`config.mk`:
```
export PLATFORM = sky130hd
export DESIGN_NAME = fetch_pair_issue
export DESIGN_NICKNAME = d
export VERILOG_FILES = /design/src/rtl/rv_pkg.sv /design/src/rtl/pair_fifo.sv /design/src/rtl/fetch_pair_issue.sv
export SDC_FILE = /design/constraint.sdc
export NUM_CORES = 1
export LEC_CHECK = 0
export ABC_CLOCK_PERIOD_IN_PS = 5650
export BUFFER_PORTS_ARGS = -buffer_cell sky130_fd_sc_hd__buf_2
export CAP_MARGIN = 20
export CORE_MARGIN = 5
export CORE_UTILIZATION = 30
export DETAILED_ROUTE_END_ITERATION = 6
export GPL_TIMING_DRIVEN = 0
export HOLD_SLACK_MARGIN = 0.05
export PLACE_DENSITY = 0.52
export SLEW_MARGIN = 20
export SYNTH_ARGS = -nofsm -noshare
export SYNTH_HDL_FRONTEND = slang
export SYNTH_SLANG_ARGS = --single-unit
```
`constraint.sdc`:
```
create_clock -name clk -period 5.65 [get_ports clk]
set_input_delay 1.13 -clock clk [delete_from_list [all_inputs] [get_ports clk]]
set_output_delay 1.13 -clock clk [all_outputs]
set_load 0.02 [all_outputs]
```
`src/rtl/rv_pkg.sv`:
```
// Shared constants and types for the fetch/decode path.
package rv_pkg;

    localparam logic [31:0] NOP_WORD = 32'h0000_0013;

    localparam logic [6:0] OP_R     = 7'b0110011;
    localparam logic [6:0] OP_I     = 7'b0010011;
    localparam logic [6:0] OP_LOAD  = 7'b0000011;
    localparam logic [6:0] OP_STORE = 7'b0100011;

    typedef struct packed {
        logic [31:0] instr;
        logic [31:0] pc;
    } fetch_entry_t;

endpackage

```
`src/rtl/pair_fifo.sv`:
```
// Show-ahead FIFO of fetched words: one push, pop of 0/1/2 per cycle, flush,
// and read ports for the head entry and the instruction behind it.
module pair_fifo
    import rv_pkg::*;
#(
    parameter int DEPTH = 8
) (
    input  logic                     clk,
    input  logic                     rst,
    input  logic                     flush,
    input  logic                     push,
    input  fetch_entry_t             push_data,
    input  logic [1:0]               pop_cnt,
    output fetch_entry_t             head,
    output logic [31:0]              head_next_instr,
    output logic [$clog2(DEPTH):0]   count
);

    localparam int AW = $clog2(DEPTH);
    localparam int CW = AW + 1;

    fetch_entry_t    mem [DEPTH];
    logic [AW-1:0]   rd_ptr;
    logic [AW-1:0]   wr_ptr;
    logic [AW-1:0]   rd_ptr_nx1;

    assign rd_ptr_nx1      = rd_ptr + AW'(1);
    assign head            = mem[rd_ptr];
    assign head_next_instr = mem[rd_ptr_nx1].instr;

    // Storage is cleared on reset so the head PC reads 0 out of reset.
    always_ff @(posedge clk) begin
        if (rst) begin
            rd_ptr <= '0;
            wr_ptr <= '0;
            count  <= '0;
            for (int i = 0; i < DEPTH; i++) begin
                mem[i] <= '0;
            end
        end else if (flush) begin
            rd_ptr <= '0;
            wr_ptr <= '0;
            count  <= '0;
        end else begin
            if (push) begin
                mem[wr_ptr] <= push_data;
                wr_ptr      <= wr_ptr + AW'(1);
            end
            rd_ptr <= rd_ptr + AW'(pop_cnt);
            count  <= count + CW'(push) - CW'(pop_cnt);
        end
    end

endmodule

```
`src/rtl/fetch_pair_issue.sv`:
```
// Fetches a program window from instruction memory and presents it to the
// dual-issue decoder as older/younger instruction pairs.
//
// state | meaning
// IDLE  | waiting for start, nothing fetched
// FETCH | issuing imem requests until fetch_pc reaches end_pc
// DRAIN | all requests sent; waiting for responses and final issues
// DONE  | window fully issued; done held until next start
module fetch_pair_issue
    import rv_pkg::fetch_entry_t;
#(
    parameter int          DEPTH           = 8,
    parameter int          MAX_OUTSTANDING = 4,
    parameter logic [31:0] NOP_WORD        = rv_pkg::NOP_WORD
) (
    input  logic        clk,
    input  logic        rst,
    input  logic        start,
    input  logic [31:0] start_pc,
    input  logic [15:0] num_instr,
    output logic        imem_req_valid,
    output logic [31:0] imem_req_addr,
    input  logic        imem_req_ready,
    input  logic        imem_rsp_valid,
    input  logic [31:0] imem_rsp_data,
    input  logic        redirect_valid,
    input  logic [31:0] redirect_pc,
    output logic [31:0] instr_1,
    output logic [31:0] instr_2,
    output logic [31:0] pc_1,
    output logic        valid_1,
    output logic        valid_2,
    input  logic        dec_ready,
    output logic        busy,
    output logic        done
);

    localparam int CW = $clog2(DEPTH) + 1;
    localparam int OW = $clog2(MAX_OUTSTANDING) + 1;

    typedef enum logic [1:0] {
        IDLE  = 2'd0,
        FETCH = 2'd1,
        DRAIN = 2'd2,
        DONE  = 2'd3
    } state_t;

    state_t         state;
    state_t         state_nx;
    logic [31:0]    fetch_pc;
    logic [31:0]    end_pc;
    logic [OW-1:0]  outstanding;
    logic [OW-1:0]  out_next;
    logic [OW-1:0]  drop;

    logic           redirect_act;
    logic           req_fire;
    logic           push;
    logic [1:0]     pop_cnt;
    logic           pair_ok;
    logic           single_ok;
    logic [CW:0]    occupancy;

    fetch_entry_t   head;
    fetch_entry_t   push_data;
    logic [31:0]    head_next_instr;
    logic [CW-1:0]  count;

    assign redirect_act = redirect_valid && (state == FETCH || state == DRAIN);

    // Words buffered plus words in flight must fit, so the FIFO never overflows.
    assign occupancy      = (CW+1)'(count) + (CW+1)'(outstanding);
    assign imem_req_valid = (state == FETCH) && (fetch_pc != end_pc)
                            && (outstanding < OW'(MAX_OUTSTANDING))
                            && (occupancy < (CW+1)'(DEPTH))
                            && !redirect_act;
    assign imem_req_addr  = fetch_pc;
    assign req_fire       = imem_req_valid && imem_req_ready;
    assign out_next       = outstanding + OW'(req_fire) - OW'(imem_rsp_valid);

    // A lone head entry only issues once nothing else can arrive to pair with it.
    assign pair_ok   = count >= CW'(2);
    assign single_ok = (count == CW'(1)) && (state == DRAIN) && (outstanding == '0);
    assign valid_2   = !redirect_act && pair_ok;
    assign valid_1   = !redirect_act && (pair_ok || single_ok);
    assign instr_1   = valid_1 ? head.instr : NOP_WORD;
    assign instr_2   = valid_2 ? head_next_instr : NOP_WORD;
    assign pc_1      = head.pc;
    assign pop_cnt   = (valid_1 && dec_ready) ? (valid_2 ? 2'd2 : 2'd1) : 2'd0;

    assign push            = imem_rsp_valid && (drop == '0) && !redirect_act;
    assign push_data.instr = imem_rsp_data;
    assign push_data.pc    = fetch_pc - {{(32-OW-2){1'b0}}, outstanding, 2'b00};

    assign busy = (state == FETCH) || (state == DRAIN);
    assign done = (state == DONE);

    pair_fifo #(
        .DEPTH (DEPTH)
    ) u_fifo (
        .clk             (clk),
        .rst             (rst),
        .flush           (redirect_act),
        .push            (push),
        .push_data       (push_data),
        .pop_cnt         (pop_cnt),
        .head            (head),
        .head_next_instr (head_next_instr),
        .count           (count)
    );

    always_comb begin
        state_nx = state;
        case (state)
            IDLE, DONE: begin
                if (start) begin
                    state_nx = (num_instr == 16'd0) ? DRAIN : FETCH;
                end
            end
            FETCH: begin
                if (!redirect_act && fetch_pc == end_pc) begin
                    state_nx = DRAIN;
                end
            end
            DRAIN: begin
                if (redirect_act) begin
                    state_nx = FETCH;
                end else if (count == '0 && outstanding == '0) begin
                    state_nx = DONE;
                end
            end
            default: state_nx = IDLE;
        endcase
    end

    always_ff @(posedge clk) begin
        if (rst) begin
            state       <= IDLE;
            fetch_pc    <= '0;
            end_pc      <= '0;
            outstanding <= '0;
            drop        <= '0;
        end else begin
            state       <= state_nx;
            outstanding <= out_next;
            if ((state == IDLE || state == DONE) && start) begin
                fetch_pc <= start_pc;
                end_pc   <= start_pc + {14'd0, num_instr, 2'b00};
                drop     <= '0;
            end else if (redirect_act) begin
                // Every request still in flight belongs to the abandoned path.
                fetch_pc <= redirect_pc;
                drop     <= out_next;
            end else begin
                if (req_fire) begin
                    fetch_pc <= fetch_pc + 32'd4;
                end
                if (imem_rsp_valid && drop != '0) begin
                    drop <= drop - OW'(1);
                end
            end
        end
    end

endmodule

```
==> flow_summary.yaml <==
setup_path:
  required_ns: 4.52
  slowest_stage: "clkbuf_1"
  path_max_fanout: 10
  cp-start-kind: "flop"
  path_buf_inv: 6
  cp_cell_sequence: "inv_1 -> ha_1 -> inv_1 -> nand2_1 -> clkbuf_1 -> nand2_1 -> clkbuf_1 -> inv_1 -> nand3_1 -> buf_2"
  r2r_end: "u_fifo.count[3]"
  cpPeakStageDelay_ns: 0.56
  cp_data_arrival_time_ns: 4.36
  worstSetupStartpoint: "state[0]"
  r2r_start: "state[0]"
  cp.depth: 10
  crit_end: "instr_2[4]"
  critPathTopFamily: "buffers and inverters"
  r2r_slack_ns: 0.87
  cp_common_cell: "inv_1"
  worst-r2r-cell-count: 15
  crit_type: "reg -> out"
  end_kind: "output pin"
worst_hold_path:
  hold_class: "reg -> reg"
  min_path_cells: 2
  min-delay-start: "end_pc[11]"
clock_network:
  path_clk_slew_ns: 0.06
  cts_resized: 0
  cts_buffers: 68
  clock-sinks: 594
  cts_tree: "done"
  clk_latency_ns: 0.61
  post-cts-setup-buffers: 0
  clockBufferDepth: 3
  cts_root_buffer: "clkbuf_16"
  cts_hold_buffers: 0
  htreeDepth: 3
global_route:
  grt_overflow: 0
  grt_pass1_vias: 22200
  grt_start_max_net_pins: 43
  grt_pass1_wl_um: 151000
  antenna_found_initial: 6
  grt_usage: 0.189
timing:
  worst_slew_pin_slew_ns: 1.14
  setup_viol: 0
  period_minus_slack_ns: 5.49
  maxSlewHeadroom: 0.239
  period_share: 0.971
  max_freq_mhz: 182
  fin_tns_setup_ns: 0
  hold_violations: 0
  finClkSkew_ns: 0.0222
  grt_setup_unrepaired: "no"
  drv_slew: 0
die:
  die-area_mm2: 0.109
  core_mm2: 0.102
  die_x_um: 330
  initial_utilization: 0.301
  die_y_um: 330
  io_pins: 252
  rows: 117
job:
  cap_violations: 0
placement:
  dp.cells: 4046
  dp_hpwl_um: 74100
  gp_congestion: 0.846
  portBuffers: 250
synthesis:
  synth_warnings: 0
  yosys.area.top_type_share: 0.502
  syn-instance-count: 2417
  netlist_area_mm2: 0.0306
  ys.flop_type: "edfxtp_1"
  synth_fp_nets: 2579
  synth_common_cells: "512 x edfxtp_1, 361 x nor2_1, 210 x and3_1"
  async_reset_ff_frac: 0
  yosysTopAreaCell: "edfxtp_1"
  avgSynthCellArea_um2: 12.7
  ys_ff_latch: 594
  yosysMostFrequentCell: "edfxtp_1"
  ys_seq_area_frac: 0.556
  synth_top_cells_by_area: "edfxtp_1 50%, mux4_2 14%, dfxtp_1 5.4%"
  synth.distinct_cells: 64
  synth_edf_count: 512
routing:
  routed_wirelength_um: 105000
  routedWlPerCell_um: 25.1
  viasPerCell: 5.19
  first_pass_iters: 7
  drc_errors: 0
  vias: 21700
  drt_iter0_drc: 1977
  drtAntennaViolNets: 0
final_layout:
  area_delta_synth_final_pct: 18.2
  drive_gt1_frac: 0.229
  instances_no_fill: 4177
  nNetsFinal: 2910
  fillers: 10200
power:
  totalPowerFinal_uw: 15600
  leakage_uw: 0.0135
  power.density_mw_per_mm2: 430
  peakVddDrop_mv: 0.202
run_status:
  outcome: "finished clean"
==> worst min path at each step <==
stage	endpoint	slack, ns
after floorplan	end_pc[11]	0.44
after global placement	end_pc[7]	0.45
after detailed placement	end_pc[11]	0.46
after CTS	end_pc[17]	0.46
after global routing	end_pc[5]	0.48
final	end_pc[11]	0.46
==> registers in the layout, indices dropped and copies added (netlist names) <==
signal         flops
outstanding        3
u_fifo.mem       512
u_fifo.rd_ptr      3
u_fifo.wr_ptr      3
u_fifo.count       4
drop               3
state              2
end_pc            32
imem_req_addr     32
==> cell families after synthesis <==
| family | synth area share |
|---|---|
| AOI/OAI and AO/OA | 0.0501 |
| muxes | 0.165 |
| and+or+nand+nor | 0.153 |
| DFF | 0.556 |
| buffers and inverters | 0.0322 |
| xor gates and xnor gates | 0.0259 |
| adders and majority gates | 0.0188 |
==> power breakdown <==
| group | internal (uW) | switching [uW] | total [uW] |
|---|---|---|---|
| Combinational | 1810 | 3800 | 5610 |
| Sequential | 5250 | 263 | 5510 |
| Clock | 2590 | 1860 | 4450 |
| Total | 9650 | 5920 | 15600 |
==> stage by stage <==
step                utilization  worst slack [ns]  cell area, um^2  hold slack [ns]
global placement          0.331             -1.92            33600            0.452
global route              0.356             0.122            36200            0.481
CTS                       0.356            0.0437            36100            0.464
detailed placement        0.334             0.696            33900            0.458
floorplan                     -              1.19            30600            0.443
finish                    0.356             0.165            36200            0.462
==> cell usage in the layout (no fill, tap or decap), drive strengths merged, types with 6 or more instances in the layout <==
master   count
a2111oi      8
a211oi      34
a21oi       82
a22oi       13
a311oi      12
a31oi        6
and2        69
and3       210
buf        305
clkbuf     256
clkinv      23
dfxtp       82
diode        6
edfxtp     512
ha          38
inv         45
mux2        34
mux2i       34
mux4       192
nand2      144
nand2b      11
nand3       31
nand4       13
nor2       361
nor2b       13
nor3        18
nor4        22
o21ai       39
o22ai        6
o31ai        8
or3         16
or4          8
xnor2       34
xor2        55
==> worst min-delay path, stage by stage (launching register included) <==
cell and delay, ns:
dfxtp_1 0.31, nand2_1 0.05, a21oi_1 0.05
==> cell type report <==
type,instances,area [um^2],area share
sequential,594,17000,0.470
inverter,43,161,0.00446
clock buffer,93,1930,0.0534
timing repair buffer,262,1500,0.0413
tap,1368,1710,0.0473
multi-input combinational,1571,12700,0.351
clock inverter,32,293,0.00809
antenna,6,15.0,0.000415
buffer,208,846,0.0234
==> layer usage <==
layer | routed length [um] | up-vias | part of all wire | global-route usage
li1 | - | 9768 | - | -
met4 | 2620 | 2 | 0.025 | 0.0460
met1 | 43200 | 10900 | 0.41 | 0.249
met3 | 7960 | 141 | 0.076 | 0.0402
met2 | 50900 | 857 | 0.49 | 0.320
met5 | 11 | - | 0.00011 | 0
Power figures use the tool's default switching activity.
